--- src/rtl/cipher_char_scheduler_if.sv ---
// Draw request/complete handshake between the character scheduler and the
// character renderer.
interface cipher_char_scheduler_if;
  logic       draw_req;
  logic [7:0] draw_char;
  logic [5:0] draw_col;
  logic [4:0] draw_row;
  logic       draw_done;

  modport master (output draw_req, draw_char, draw_col, draw_row, input draw_done);
  modport slave  (input draw_req, draw_char, draw_col, draw_row, output draw_done);
endinterface

--- src/rtl/cipher_char_scheduler.sv ---
// Captures key presses, applies a rotating Vigenere shift, buffers them in a
// FIFO and feeds the renderer one draw at a time while tracking the cursor.
module cipher_char_scheduler #(
  parameter int FIFO_DEPTH = 8,
  parameter int KEY_COUNT  = 4,
  parameter int COLS       = 40,
  parameter int ROWS       = 30
) (
  input  logic                           clk,
  input  logic                           resetn,
  input  logic                           kb_ready,
  input  logic [7:0]                     kb_ascii,
  input  logic                           decrypt,
  input  logic                           key_wr,
  input  logic [$clog2(KEY_COUNT)-1:0]   key_addr,
  input  logic [4:0]                     key_val,
  cipher_char_scheduler_if.master        draw,
  output logic [$clog2(FIFO_DEPTH):0]    fifo_level,
  output logic                           overflow,
  output logic [$clog2(KEY_COUNT)-1:0]   cipher_idx
);
  localparam int PW = $clog2(FIFO_DEPTH);
  localparam int LW = PW + 1;
  localparam int KW = $clog2(KEY_COUNT);

  typedef enum logic [1:0] {IDLE, LOAD, REQ, ADV} state_t;

  function automatic logic [4:0] key_init(input int i);
    case (i % 4)
      0:       return 5'd3;
      2:       return 5'd4;
      default: return 5'd1;
    endcase
  endfunction

  state_t        state_q, state_d;
  logic          kb_q, kb_d, kb_prev_q, kb_prev_d;
  logic [7:0]    asc_q, asc_d;
  logic [4:0]    key_q [KEY_COUNT];
  logic [4:0]    key_d [KEY_COUNT];
  logic [7:0]    mem_q [FIFO_DEPTH];
  logic [7:0]    mem_d [FIFO_DEPTH];
  logic [PW-1:0] wr_q, wr_d, rd_q, rd_d;
  logic [LW-1:0] count_q, count_d;
  logic          ovf_q, ovf_d, bs_q, bs_d;
  logic [KW-1:0] cidx_q, cidx_d;
  logic [7:0]    hold_q, hold_d, char_q, char_d;
  logic [5:0]    col_q, col_d;
  logic [4:0]    row_q, row_d;

  logic          is_up, is_lo, letter, rise, full, push, pop;
  logic [7:0]    base, enc;
  logic [4:0]    off, k, sh;
  logic [5:0]    s6;

  // Shift the registered key char; encrypt needs a 6-bit sum since off+k reaches 50.
  always_comb begin
    is_up  = (asc_q >= 8'h41) && (asc_q <= 8'h5A);
    is_lo  = (asc_q >= 8'h61) && (asc_q <= 8'h7A);
    letter = is_up | is_lo;
    base   = is_lo ? 8'h61 : 8'h41;
    off    = 5'(asc_q - base);
    k      = key_q[cidx_q];
    s6     = {1'b0, off} + {1'b0, k};
    if (decrypt) sh = (off >= k) ? off - k : off + 5'd26 - k;
    else         sh = (s6 >= 6'd26) ? 5'(s6 - 6'd26) : s6[4:0];
    enc    = letter ? base + {3'b000, sh} : asc_q;
  end

  always_comb begin
    kb_d      = kb_ready;
    kb_prev_d = kb_q;
    asc_d     = kb_ascii;
    key_d     = key_q;
    if (key_wr && key_val <= 5'd25) key_d[key_addr] = key_val;

    state_d = state_q;
    hold_d  = hold_q;
    bs_d    = bs_q;
    char_d  = char_q;
    col_d   = col_q;
    row_d   = row_q;
    pop     = 1'b0;
    case (state_q)
      IDLE: if (count_q != '0) begin
        pop     = 1'b1;
        hold_d  = mem_q[rd_q];
        state_d = LOAD;
      end
      LOAD: begin
        if (hold_q == 8'h0D) begin
          col_d   = '0;
          row_d   = (row_q == 5'(ROWS-1)) ? '0 : row_q + 5'd1;
          state_d = IDLE;
        end else if (hold_q == 8'h08) begin
          if (col_q != '0) begin
            col_d   = col_q - 6'd1;
            char_d  = 8'h20;
            bs_d    = 1'b1;
            state_d = REQ;
          end else begin
            state_d = IDLE;
          end
        end else begin
          char_d  = hold_q;
          bs_d    = 1'b0;
          state_d = REQ;
        end
      end
      REQ: if (draw.draw_done) state_d = bs_q ? IDLE : ADV;
      ADV: begin
        if (col_q == 6'(COLS-1)) begin
          col_d = '0;
          row_d = (row_q == 5'(ROWS-1)) ? '0 : row_q + 5'd1;
        end else begin
          col_d = col_q + 6'd1;
        end
        state_d = IDLE;
      end
      default: state_d = IDLE;
    endcase

    // A full FIFO drops the candidate even if this cycle also pops.
    rise   = kb_q & ~kb_prev_q;
    full   = (count_q == LW'(FIFO_DEPTH));
    push   = rise & ~full;
    mem_d  = mem_q;
    wr_d   = wr_q;
    rd_d   = rd_q;
    cidx_d = cidx_q;
    ovf_d  = ovf_q | (rise & full);
    if (push) begin
      mem_d[wr_q] = enc;
      wr_d        = wr_q + PW'(1);
      if (letter) cidx_d = cidx_q + KW'(1);
    end
    if (pop) rd_d = rd_q + PW'(1);
    count_d = count_q + LW'(push) - LW'(pop);
  end

  always_ff @(posedge clk or negedge resetn) begin
    if (!resetn) begin
      state_q   <= IDLE;
      kb_q      <= 1'b0;
      kb_prev_q <= 1'b0;
      asc_q     <= '0;
      for (int i = 0; i < KEY_COUNT; i++) key_q[i] <= key_init(i);
      for (int i = 0; i < FIFO_DEPTH; i++) mem_q[i] <= '0;
      wr_q      <= '0;
      rd_q      <= '0;
      count_q   <= '0;
      ovf_q     <= 1'b0;
      cidx_q    <= '0;
      hold_q    <= '0;
      bs_q      <= 1'b0;
      char_q    <= '0;
      col_q     <= '0;
      row_q     <= '0;
    end else begin
      state_q   <= state_d;
      kb_q      <= kb_d;
      kb_prev_q <= kb_prev_d;
      asc_q     <= asc_d;
      key_q     <= key_d;
      mem_q     <= mem_d;
      wr_q      <= wr_d;
      rd_q      <= rd_d;
      count_q   <= count_d;
      ovf_q     <= ovf_d;
      cidx_q    <= cidx_d;
      hold_q    <= hold_d;
      bs_q      <= bs_d;
      char_q    <= char_d;
      col_q     <= col_d;
      row_q     <= row_d;
    end
  end

  assign draw.draw_req  = (state_q == REQ);
  assign draw.draw_char = char_q;
  assign draw.draw_col  = col_q;
  assign draw.draw_row  = row_q;
  assign fifo_level     = count_q;
  assign overflow       = ovf_q;
  assign cipher_idx     = cidx_q;
endmodule

--- src/flat_wrapper.sv ---
// flat-port wrapper written by rule: the top's interface ports become plain ports
module cipher_char_scheduler_flat 
#(
  parameter int FIFO_DEPTH = 8,
  parameter int KEY_COUNT  = 4,
  parameter int COLS       = 40,
  parameter int ROWS       = 30
)
  (clk, resetn, kb_ready, kb_ascii, decrypt, key_wr, key_addr, key_val, fifo_level, overflow, cipher_idx, draw_draw_req, draw_draw_char, draw_draw_col, draw_draw_row, draw_draw_done);
  cipher_char_scheduler_if draw_i ();
  input  logic clk;
  input  logic resetn;
  input  logic kb_ready;
  input  logic [7:0] kb_ascii;
  input  logic decrypt;
  input  logic key_wr;
  input  logic [$clog2(KEY_COUNT)-1:0] key_addr;
  input  logic [4:0] key_val;
  output logic [$clog2(FIFO_DEPTH):0] fifo_level;
  output logic overflow;
  output logic [$clog2(KEY_COUNT)-1:0] cipher_idx;
  output wire logic [$bits(draw_i.draw_req)-1:0] draw_draw_req;
  output wire logic [$bits(draw_i.draw_char)-1:0] draw_draw_char;
  output wire logic [$bits(draw_i.draw_col)-1:0] draw_draw_col;
  output wire logic [$bits(draw_i.draw_row)-1:0] draw_draw_row;
  input wire logic [$bits(draw_i.draw_done)-1:0] draw_draw_done;
  assign draw_draw_req = draw_i.draw_req;
  assign draw_draw_char = draw_i.draw_char;
  assign draw_draw_col = draw_i.draw_col;
  assign draw_draw_row = draw_i.draw_row;
  assign draw_i.draw_done = draw_draw_done;
  cipher_char_scheduler #(.FIFO_DEPTH(FIFO_DEPTH), .KEY_COUNT(KEY_COUNT), .COLS(COLS), .ROWS(ROWS)) u_core (.clk(clk), .resetn(resetn), .kb_ready(kb_ready), .kb_ascii(kb_ascii), .decrypt(decrypt), .key_wr(key_wr), .key_addr(key_addr), .key_val(key_val), .draw(draw_i), .fifo_level(fifo_level), .overflow(overflow), .cipher_idx(cipher_idx));
endmodule
--- config.mk ---
export PLATFORM = sky130hd
export DESIGN_NAME = cipher_char_scheduler_flat
export DESIGN_NICKNAME = d
export VERILOG_FILES = /design/src/rtl/cipher_char_scheduler_if.sv /design/src/rtl/cipher_char_scheduler.sv /design/src/flat_wrapper.sv
export SDC_FILE = /design/constraint.sdc
export NUM_CORES = 1
export LEC_CHECK = 0
export CAP_MARGIN = 20
export CORE_MARGIN = 5
export CORE_UTILIZATION = 43
export DETAILED_ROUTE_END_ITERATION = 12
export DONT_BUFFER_PORTS = 1
export GPL_TIMING_DRIVEN = 0
export SYNTH_ARGS = -nofsm -noshare
export SYNTH_HDL_FRONTEND = slang
export SYNTH_SLANG_ARGS = --single-unit
--- constraint.sdc ---
create_clock -name clk -period 4.7 [get_ports clk]
set_input_delay 1.41 -clock clk [delete_from_list [all_inputs] [get_ports clk]]
set_output_delay 1.41 -clock clk [all_outputs]
set_load 0.01 [all_outputs]
Yosys cells after proc, flatten, opt, wreduce, memory -nomap -nowiden:

Index checks and enable logic that the tools add are counted.

* multiplexer cells: 39
* reductions and logical operators: 15
* bitwise gates (word level): 12
* magnitude comparators: 13
* $add $sub $neg: 15
* equal/unequal tests: 15

Operators by type and width (number)
* bitwise mux 64 bit: 1
* two-way mux 8 bit: 6
* two-way mux 5 bit: 9
* two-way mux 6 bit: 5
* binary-select mux 8 bit (select 3 bit): 1
* demux 8 bit (select 3 bit): 1
* bitwise mux 20 bit: 1
* equality test 8 x 4 -> 1 bit, second input constant: 2
* >= comparator 8 x 7 -> 1 bit, second input constant: 2
* <= comparator 8 x 7 -> 1 bit, second input constant: 2
* subtractor 5 bit: 3
* two-way mux 2 bit: 6
* one-hot mux 6 bit (2 select lines): 1
* binary-select mux 5 bit (select 2 bit): 1
* demux 5 bit (select 2 bit): 1
* one-hot mux 5 bit (2 select lines): 1
* AND reduction 3 bit: 3
* adder 7 x 5 -> 8 bit: 1
* >= comparator 4 bit, second input constant: 2
* inequality test 2 x 1 -> 1 bit, second input constant: 4
* inverter 3 -> 4 bit: 2
* one-hot mux 2 bit (4 select lines): 1
* adder 3 x 1 -> 3 bit, second input constant: 2
* adder 5 x 5 -> 6 bit: 1
* other kinds (32): 50

* register bits after elaboration: 137
* input port bits: 21
* word-level logic and storage cells: 135
* output and inout port bits: 27

Depth between registers and ports, before layout:

* depth after elaboration: 11
* gate-level depth with buffers: 16
* depth with buffers taken out: 15

Worst setup path before layout:

Ideal clock, no wire load.

* path kind: register -> register
* start: register u_core.cidx_q[0] (netlist: u_core.cipher_idx[0])
* end: register u_core.mem_q[12] (netlist name)
* cell stages (with the launch flop): 16
* path buffers: 1
* data required time: 4.554 ns
* library setup time: 0.146 ns
* period minus slack after synthesis: 4.199 ns
* path slack: 0.501 ns
* arrival time: 4.053 ns
* path through: dfrtp_1 -> clkbuf_1 -> mux4_2 -> ha_1 -> fa_1 -> nor2b_1 -> o31ai_1 -> xnor2_1 -> a211o_1 -> xnor2_1 -> o21a_1 -> ha_1 -> nand3_1 -> xnor2_1 -> mux2i_1 -> mux2i_1

* longest elaborated chain between the ends: 11

Ends and longest elaborated chain
* start: declaration: line cipher_char_scheduler.sv:46 `logic [KW-1:0] cidx_q, cidx_d;`
* start signal: assignment: line cipher_char_scheduler.sv:170 `cidx_q <= cidx_d;`
* inverter 2 -> 3 bit (implied by the code) *: line cipher_char_scheduler.sv:63 `k = key_q[cidx_q];`
* binary-select mux 5 bit (select 2 bit) *: line cipher_char_scheduler.sv:63
* two-way mux 5 bit (implied by the code) * (2 in a row): line cipher_char_scheduler.sv:63
* adder 5 x 5 -> 6 bit: line cipher_char_scheduler.sv:64 `s6 = {1'b0, off} + {1'b0, k};`
* subtractor 5 bit / >= comparator 6 x 5 -> 1 bit (equally long branches): line cipher_char_scheduler.sv:66 `else sh = (s6 >= 6'd26) ? 5'(s6 - 6'd26) : s6[4:0];`
* two-way mux 5 bit: line cipher_char_scheduler.sv:66
* two-way mux 5 bit *: line cipher_char_scheduler.sv:65 `if (decrypt) sh = (off >= k) ? off - k : off + 5'd26 - k;`
* adder 7 x 5 -> 8 bit *: line cipher_char_scheduler.sv:67 `enc = letter ? base + {3'b000, sh} : asc_q;`
* two-way mux 8 bit *: line cipher_char_scheduler.sv:67
* bitwise mux 64 bit *: line cipher_char_scheduler.sv:133 `mem_d[wr_q] = enc;`
* end signal: assignment: line cipher_char_scheduler.sv:165 `mem_q <= mem_d;`
* end: declaration: line cipher_char_scheduler.sv:41 `logic [7:0] mem_q [FIFO_DEPTH];`

Every way passes the cells marked *; elsewhere a longest branch is shown, timed or not. The select of a mux whose other input is x is not followed.
A chain may end at the register's enable or synchronous reset.

Worst setup path after layout:

* start: register u_core.cidx_q[0] (netlist: u_core.cipher_idx[0])
* end: register u_core.mem_q[29] (netlist name)

The elaborated chain is that of the path after synthesis.

==> results.yml <==
die:
  initial_core_util_pct: 44.0
  rows: 47
  core_um2: 16600
  die_h_um: 140
  die_area_um2: 19700
  top_level_ports: 48
  die_w_um: 140
synthesis:
  synth-main-ff-cell: "dfrtp_1"
  avgSynthCellArea_um2: 11.1
  ys_types: 68
  yosysSeqAreaShare_pct: 47.0
  yosys_register_bits: 137
  netlist_area_um2: 7310
  synth-compound-area-share_pct: 11.9
  synth_fa_ha_area_share_pct: 6.84
  synth-edff-count: 0
  synth_top_family_by_area: "multiplexers"
  synth_async_sr_flop_share_pct: 100
  netlist_instances: 660
  synthSimpleGateAreaFrac_pct: 11.6
  synth_mux_area_share_pct: 16.1
  ys_warn_count: 0
  synth_xor_area_share_pct: 2.75
  syn-num-nets: 718
setup_path:
  timing.critical_path.buf_inv: 2
  r2r-start: "u_core.cipher_idx[0]"
  critPathMaxStageDelay_ns: 0.57
  startpoint: "u_core.cipher_idx[0]"
  cp_max_fo: 7
  crit_required_ns: 4.99
  startpoint_type: "flip-flop"
  path_cells: "clkbuf_4, mux4_2, ha_1, fa_1, xor2_1, ha_1, o221a_2, nor4_1, a21boi_2, and2_4, and4_1, buf_2, nor2_1, mux2_2"
  worstSetupPathType: "reg2reg"
  cp_slowest_cell: "mux4_2"
  timing.critical_path.mode_cell: "ha_1"
  cp_top_family: "adder cells"
  cp.arrival_ns: 4.70
  worstSetupEndpointType: "flip-flop"
min_path:
  hold_path_startpoint: "u_core.kb_prev_d"
  hold_path.class: "reg2reg"
final_layout:
  area_delta_synth_final_pct: 11.9
  multiInputGateArea_um2: 3610
  seqCellArea_um2: 3430
  stdcell_count: 911
  nNetsFinal: 737
  filler_cell_count: 1471
  antennaDiodeCount: 0
  drive_gt1_share_pct: 18.1
sta:
  slew-limit-headroom_pct: 34.6
  min_period_ns: 4.41
  finalCritPeriodShare_pct: 93.7
  setup-tns-final_ns: 0
  skew_ns: 0.00846
  worstMarginPinSlew_ns: 0.980
  slew_violations: 0
  timing.fmax_mhz: 227
  setup_viol: 0
  hold_violations: 0
  hold_slack_ns: 0.418
  setup_ws_ns: 0.294
  rsz0062_at_grt: "false"
detailed_routing:
  drt_iter0_markers: 281
  drtPass1Iterations: 4
  wirelength_um: 15300
  post-route-drc-count: 0
  dr_total_vias: 5030
  viasPerCell: 5.52
  detail-route-antenna-nets: 0
  wl_per_cell_um: 16.8
clocking:
  clkSinkCount: 137
  clk_latency_ns: 0.41
  ctsHtreeMaxLevel: 4
  cts_tree: "done"
  post-cts-setup-buffers: 0
  clkTransAtPathRegs_ns: 0.06
  cts.path.max_buffers: 2
  cts-root-buf: "clkbuf_16"
  holdBufCountCts: 0
  cts_buffers: 17
grt:
  grt_max_degree: 138
  grt_overflow: 0
  grt_use_met1_pct: 21.5
  grt_pass1_vias: 5103
  use_met3_pct: 4.57
  gr-usage-met2_pct: 26.7
  grt.busiest_layer: "met2"
  grt_first_pass_wirelength_um: 26200
  gr-usage-all-layers_pct: 16.4
  antenna_found_initial: 0
pwr:
  total_power_uw: 6290
  power_density_nw_per_um2: 768
  power_leakage_uw: 0.00356
  peakVddDrop_v: 0.000317
place:
  numPortBuffers: 0
  hpwlAfterDp_um: 11100
  gp_congestion: 0.816
  dp_slack_ns: -0.292
  dp_cells: 880
outcome:
  status: "completed"
run:
  max_cap_violations: 0
[cell usage in the layout (no fill, tap or decap), drive strengths merged, types with 3 or more instances in the layout]
cell     instances
or3              4
dfrtp          132
clkbuf          40
a31oi            3
nor2b            6
nor3            10
a21oi           31
a21o             3
a2111oi          3
and2             5
nand2b           8
nand2           73
o21a             4
xnor2           16
o21ai           48
nand4            3
a211o            3
o31ai           11
buf             10
dfstp            5
xor2             7
inv             42
mux2            46
and3             4
mux4            21
or2              3
nand3            9
nor4             5
ha              32
a211oi           5
mux2i           18
clkinv           6
fa               5
nor2            34
nor3b            4
o22ai            3
[per-layer routing]
metal  up-vias  routed length, um
met1      2479               6880
met3        22                908
met5         -                  0
met2       127               7310
li1       2402                  -
met4         0                223
[logic make-up after synthesis]
family / after synthesis
xor gates and xnor gates: 23
AOI/OAI and AO/OA: 133
adders and majority gates: 37
buffers and inverters: 71
DFF: 137
muxes: 85
and+or+nand+nor: 174
[final cells by class]
cell class	instances	area share, %
Clock inverter	11	1.48
Inverter	41	1.88
Sequential cell	137	41.9
Multi-Input combinational cell	452	44.1
Clock buffer	20	5.58
Buffer	30	1.64
Tap cell	220	3.36
[worst reg2reg max path: cells and delay by family, from the launching register on]
kind	cells	cell delay [ns]
AO/OA/AOI/OAI	2	0.54
XOR/XNOR	1	0.21
adder cells (fa/ha/maj)	3	0.94
buffers and inverters	2	0.46
flip-flops	1	0.40
multiplexers	2	0.86
AND/OR/NAND/NOR	4	0.88
[cell usage after synthesis, types with 5 or more instances]
cell type	number	share of area (%)
nand3_1	9	0.62
nor2b_1	6	0.51
mux4_2	21	6.5
nor2_1	33	1.7
ha_1	32	5.5
mux2i_1	18	2.5
o21ai_1	7	0.48
xor2_1	7	0.84
mux2_2	45	6.9
nor3_1	10	0.68
inv_1	41	2.1
o21ai_0	41	2.8
clkbuf_1	20	1.0
a21oi_1	31	2.1
buf_1	6	0.31
dfstp_2	5	1.8
fa_1	5	1.4
nand2b_1	8	0.68
o31ai_1	11	1.1
dfrtp_1	132	45
nand2_1	73	3.7
xnor2_1	16	1.9
[power by group]
| group | total (uW) | switching, uW | internal (uW) |
|---|---|---|---|
| clock | 1300 | 499 | 805 |
| combinational | 2970 | 1580 | 1390 |
| sequential | 2010 | 345 | 1670 |
| total | 6290 | 2420 | 3860 |
[stage by stage]
| stage | area (um^2) | util (%) |
|---|---|---|
| floorplan | 7310 | - |
| finish | 8190 | 49.2 |
| global placement | 7590 | 45.6 |
| CTS | 8170 | 49.1 |
| global route | 8190 | 49.2 |
| detailed placement | 7590 | 45.6 |
[path summary, 6_finish.rpt]
kind                                                end  slack, ns  cells past startpoint
worst max-delay path                   u_core.mem_q[29]       0.29                     14
worst min-delay path                   u_core.kb_prev_q       0.42                      0
worst max register to register         u_core.mem_q[29]       0.29                     14
worst min register to register         u_core.kb_prev_q       0.42                      0
max in group asynchronous               u_core.key_q[0]       3.66                      0
min in group asynchronous       u_core.draw.draw_row[3]       0.69                      0
[state kept, by name (all words and copies together), names as in the netlist, 3 cells and up]
name                   flops
u_core.asc_q               8
u_core.draw.draw_char      8
u_core.draw.draw_col       6
u_core.draw.draw_row       5
u_core.fifo_level          4
u_core.hold_q              8
u_core.key_q              20
u_core.mem_q              64
u_core.rd_q                3
u_core.wr_q                3
[what timing repair did]
| item | 4_1_cts | 5_1_grt |
|---|---|---|
| gates cloned | 0 | 0 |
| setup endpoints to repair | 16 | 23 |
| gates resized for setup | 2 | 4 |
Power figures use the tool's default switching activity.
